`config.mk`:
```
export PLATFORM = sky130hd
export DESIGN_NAME = line_clear
export DESIGN_NICKNAME = d
export VERILOG_FILES = /design/src/rtl/tetris_pkg.sv /design/src/rtl/row_collapse.sv /design/src/rtl/line_clear.sv
export SDC_FILE = /design/constraint.sdc
export NUM_CORES = 1
export LEC_CHECK = 0
export ABC_AREA = 0
export CORE_MARGIN = 3
export CORE_UTILIZATION = 50
export DETAILED_ROUTE_END_ITERATION = 6
export PLACE_DENSITY = 0.8
export SKIP_CTS_REPAIR_TIMING = 1
export SKIP_LAST_GASP = 1
export SLEW_MARGIN = 20
export SYNTH_ARGS = -nofsm -noshare
export SYNTH_HDL_FRONTEND = slang
export SYNTH_SLANG_ARGS = --single-unit
export TNS_END_PERCENT = 5
```
`constraint.sdc`:
```
create_clock -name clk -period 4.65 [get_ports clk]
set_clock_uncertainty 0.15 [all_clocks]
set_input_delay 0.465 -clock clk [delete_from_list [all_inputs] [get_ports clk]]
set_output_delay 0.465 -clock clk [all_outputs]
set_load 0.05 [all_outputs]
```
`src/rtl/tetris_pkg.sv`:
```
// Shared Tetris playfield definitions used by line_clear, merge and display.
// Board bit index convention: bit COLS*row + col, row 0 is the bottom row,
// on a vector declared [0:BOARD_BITS-1]; 1 = occupied cell.
package tetris_pkg;

  localparam int ROWS       = 20;
  localparam int COLS       = 10;
  localparam int BOARD_BITS = ROWS * COLS;
  localparam int TOTAL_MAX  = 999;
  localparam int LINES_W    = 5;
  localparam int TOTAL_W    = 10;

  // Line-clear engine state encoding
  localparam logic [1:0] ST_IDLE = 2'd0;
  localparam logic [1:0] ST_SCAN = 2'd1;
  localparam logic [1:0] ST_DONE = 2'd2;

  // Flat bit position of a (row, col) cell
  function automatic int bit_index(input int row, input int col);
    return COLS * row + col;
  endfunction

endpackage

```
`src/rtl/row_collapse.sv`:
```
// Combinational row test and collapse for one row pointer r.
// row_full reports whether row r of w is completely occupied; shifted is w
// with row r removed: rows below r unchanged, rows r..ROWS-2 take the row
// above, and the top row becomes empty.
module row_collapse #(
  parameter int ROWS = 20,
  parameter int COLS = 10,
  parameter int RW   = 5
) (
  input  logic [0:ROWS*COLS-1] w,
  input  logic [RW-1:0]        r,
  output logic                 row_full,
  output logic [0:ROWS*COLS-1] shifted
);

  logic [ROWS-1:0] full_vec;
  logic [ROWS-1:0] sel_vec;

  genvar gi;
  generate
    for (gi = 0; gi < ROWS; gi = gi + 1) begin : g_row
      assign full_vec[gi] = &w[gi*COLS +: COLS];
      assign sel_vec[gi]  = (r == RW'(gi));
      if (gi == ROWS - 1) begin : g_top
        // Top row is refilled with an empty row whenever it is at or above r
        assign shifted[gi*COLS +: COLS] =
          (RW'(gi) < r) ? w[gi*COLS +: COLS] : '0;
      end else begin : g_mid
        assign shifted[gi*COLS +: COLS] =
          (RW'(gi) < r) ? w[gi*COLS +: COLS] : w[(gi+1)*COLS +: COLS];
      end
    end
  endgenerate

  // Pointer values outside 0..ROWS-1 select no row and never report full
  assign row_full = |(full_vec & sel_vec);

endmodule

```
`src/rtl/line_clear.sv`:
```
// Row-elimination engine: on start, copies the locked board into a working
// register, tests one row per cycle from the bottom, collapses every full
// row, and publishes the compacted board with per-drop and running counts.
module line_clear #(
  parameter int ROWS      = 20,
  parameter int COLS      = 10,
  parameter int TOTAL_MAX = 999
) (
  input  logic                 clk,
  input  logic                 rst,
  input  logic                 start,
  input  logic [0:ROWS*COLS-1] board_in,
  output logic                 busy,
  output logic                 done,
  output logic [0:ROWS*COLS-1] board_out,
  output logic [4:0]           lines,
  output logic [9:0]           total
);

  import tetris_pkg::*;

  localparam int RW = $clog2(ROWS + 1);

  logic [1:0]           state_reg;
  logic [0:ROWS*COLS-1] w_reg;
  logic [RW-1:0]        r_reg;
  logic [4:0]           c_reg;
  logic [0:ROWS*COLS-1] board_out_reg;
  logic [4:0]           lines_reg;
  logic [9:0]           total_reg;

  logic                 row_full;
  logic [0:ROWS*COLS-1] shifted;
  logic [10:0]          total_sum;
  logic [9:0]           total_next;

  row_collapse #(
    .ROWS (ROWS),
    .COLS (COLS),
    .RW   (RW)
  ) u_row_collapse (
    .w        (w_reg),
    .r        (r_reg),
    .row_full (row_full),
    .shifted  (shifted)
  );

  // Saturating running total: 11-bit sum, clamped to TOTAL_MAX
  always_comb begin
    total_sum  = {1'b0, total_reg} + {6'b0, c_reg};
    total_next = total_sum[9:0];
    if (total_sum > 11'(TOTAL_MAX)) begin
      total_next = 10'(TOTAL_MAX);
    end
  end

  // FSM, working board, row pointer, line counter and published results.
  // Results are loaded on the edge that enters DONE so they are valid in
  // the same cycle that done is high; the last test is never a shift, so
  // w_reg already holds the final board at that edge.
  always_ff @(posedge clk) begin
    if (rst) begin
      state_reg     <= ST_IDLE;
      w_reg         <= '0;
      r_reg         <= '0;
      c_reg         <= '0;
      board_out_reg <= '0;
      lines_reg     <= '0;
      total_reg     <= '0;
    end else begin
      case (state_reg)
        ST_IDLE: begin
          if (start) begin
            w_reg     <= board_in;
            r_reg     <= '0;
            c_reg     <= '0;
            state_reg <= ST_SCAN;
          end
        end
        ST_SCAN: begin
          if (row_full) begin
            // Row r removed; the row that dropped into r is retested
            w_reg <= shifted;
            c_reg <= c_reg + 5'd1;
          end else begin
            r_reg <= r_reg + RW'(1);
            if (r_reg == RW'(ROWS - 1)) begin
              state_reg     <= ST_DONE;
              board_out_reg <= w_reg;
              lines_reg     <= c_reg;
              total_reg     <= total_next;
            end
          end
        end
        ST_DONE: begin
          state_reg <= ST_IDLE;
        end
        default: begin
          state_reg <= ST_IDLE;
        end
      endcase
    end
  end

  assign busy      = (state_reg == ST_SCAN);
  assign done      = (state_reg == ST_DONE);
  assign board_out = board_out_reg;
  assign lines     = lines_reg;
  assign total     = total_reg;

endmodule

```
==> results.tsv <==
metric	value	unit
status	completed	
power share of the clock group	41.2	%
Mapped Cells	2219	
worst-path fanout max	18	
full die area	38600	um2
Rows	69	
Final nets	2749	
top area cells in the synthesized netlist	dfxtp_1, nand2_1, a21oi_1	
commonest non-fill, non-tap cell in the layout	nand2_1	
DR vias/cell	6.05	
Clock Tree Buf Depth	3	
switching pwr	2230	uW
asr flop ratio synth	0	%
Ports	420	
drt first pass iters	7	
CTS root buf	clkbuf_16	
number of buffers added on ports	419	
worst endpoint required time	4.93	ns
Clock Latency Late Sink	0.55	ns
final period utilization	88.5	%
vias	18360	
htree depth	2	
hold violation total from the final report	0	
Comb pwr share	10.9	%
final wirelength	66200	um
Hold Crit Class	in2reg	
initial DRC count	1967	
hpwl dp	46700	um
Final GP Congestion	0.917	
static leakage power	0.00808	uW
CP Capture Type	flop	
Worst Setup Path Type	reg2reg	
power per cell area	356	nW/um2
Layout area overhead	32.2	%
fin area	24000	um2
Synth area leader	dfxtp_1	
setup violators final	0	
core box area	35700	um2
Initial Util	50.8	%
number of global-route vias before repair	17355	
Slew HR	33.7	%
Synth top area share	47.2	%
number of synthesized flops with an enable pin	0	
sequential share of the synthesized area	47.2	%
largest net degree at the start of global routing	140	
Antenna Violating Nets Remaining	0	
Syn Area/Cell	8.17	um2
CTS sink cnt	427	
CTS Buf Count	44	
arrival time worst endpoint	4.40	ns
Horiz. Die Dim	196	um
initial antenna violation count	9	
switch share	26.2	%
routed length per instance	21.8	um
Worst-path clk slew	0.06	ns
synthesized area	18100	um2
yosys warns	0	
commonest cells after routing, fill and taps aside	nand2_1, dfxtp_1, clkdlybuf4s50_1, a21oi_1, o22ai_1	
Vert. Die Dim	196	um
unrepaired setup endpoints after global routing	no	
Int Pwr	6300	uW
post-place instance area	22500	um2
Final Slew Violations	0	
gr usage total	32.2	%
first-pass GRT wire length	99800	um
Startpoint Class	flop	
Min Clock Period, post-route	4.12	ns
GRT overflow	0	
post-synth net total	2432	
#FFs+latches synth	427	
DR DRC count	0	
worst-margin pin slew	0.995	ns
CTS tree	built	
count of different cell masters after synthesis	58	
Max-Cap Viols	0	
Max IR drop VDD	229	uV
Sequential Power Share	47.9	%
top_reg_cell synth	dfxtp_1	
layout cell share with drive strength beyond 1	7.71	%
Setup TNS Final	0	ns
fmax	243	MHz
==> kinds of logic after synthesis <==
group | after synthesis | share of synthesized area (%)
buffers and inverters | 263 | 5.85
XOR/XNOR | 6 | 0.290
AND/OR/NAND/NOR | 820 | 19.4
AO/OA/AOI/OAI | 680 | 25.8
multiplexers | 13 | 0.718
flip-flops | 427 | 47.2
adder cells (fa/ha/maj) | 10 | 0.732
==> layout make-up <==
type	instances	area [um2]
Tap cell	461	577
Sequential cell	427	8550
Multi-Input combinational cell	1529	8540
Clock inverter	14	131
Fill cell	2947	11700
Timing Repair Buffer	444	4500
Antenna cell	7	17.5
Inverter	90	343
Clock buffer	64	1310
==> cells in the mapped netlist (12+ instances only) <==
library cell / instances
nand2_1: 562
dfxtp_1: 427
a21oi_1: 332
clkbuf_1: 114
o22ai_1: 101
inv_1: 88
nor2_1: 77
a221oi_2: 58
nand4_1: 51
buf_2: 44
a211oi_1: 43
nand3_1: 32
nor3_1: 30
o21ai_0: 26
a311oi_1: 23
a221oi_1: 22
a21o_1: 21
nor4_1: 21
o221a_2: 21
mux2i_1: 13
buf_1: 12
o21a_1: 12
==> critical path, stage by stage, from the launching register on <==
cell and delay, ns:
dfxtp_1 0.43, buf_4 0.22, inv_1 0.10, ha_1 0.33
nand3_1 0.13, nor4_1 0.07, nor4_1 0.38, o2111ai_1 0.32
buf_4 0.28, o21ai_2 0.79, nor2_1 0.41, a211oi_1 0.36
==> routing by layer <==
metal / wire length, um / track usage, %
met5: 22 / 0
met4: 2460 / 11.6
met3: 6050 / 5.45
met2: 31000 / 52.1
met1: 26700 / 43.8
==> stage by stage <==
| step | hold slack, ns | utilization (%) | total power, uW | worst slack, ns | cells |
|---|---|---|---|---|---|
| floorplan | 0.295 | - | 4620 | 1.57 | 2219 |
| global placement | 0.295 | 63.1 | 5030 | 0.927 | 2951 |
| detailed placement | 0.295 | 63.1 | 5060 | 0.720 | 2951 |
| CTS | 0.276 | 67.2 | 8520 | 0.614 | 3029 |
| global route | 0.309 | 67.2 | 8780 | 0.263 | 3036 |
| finish | 0.295 | 67.2 | 8540 | 0.534 | 3036 |
==> power groups by stage <==
stage	Combinational [uW]	Clock [uW]	Sequential, uW
6_report	932	3520	4090
3_3_place_gp	887	0	4150
5_1_grt	1010	3680	4090
3_5_place_dp	909	0	4150
4_1_cts	918	3530	4070
2_1_floorplan	588	0	4030
==> worst paths after layout <==
check             cells after the start     startpoint       endpoint  slack (ns)
setup / recovery                     11       r_reg[0]      w_reg[74]        0.53
hold / removal                        2            rst       c_reg[0]        0.30
setup reg to reg                     11       r_reg[0]      w_reg[74]        0.53
hold reg to reg                       2  board_out[58]  board_out[58]        0.30
Power figures use the tool's default switching activity.
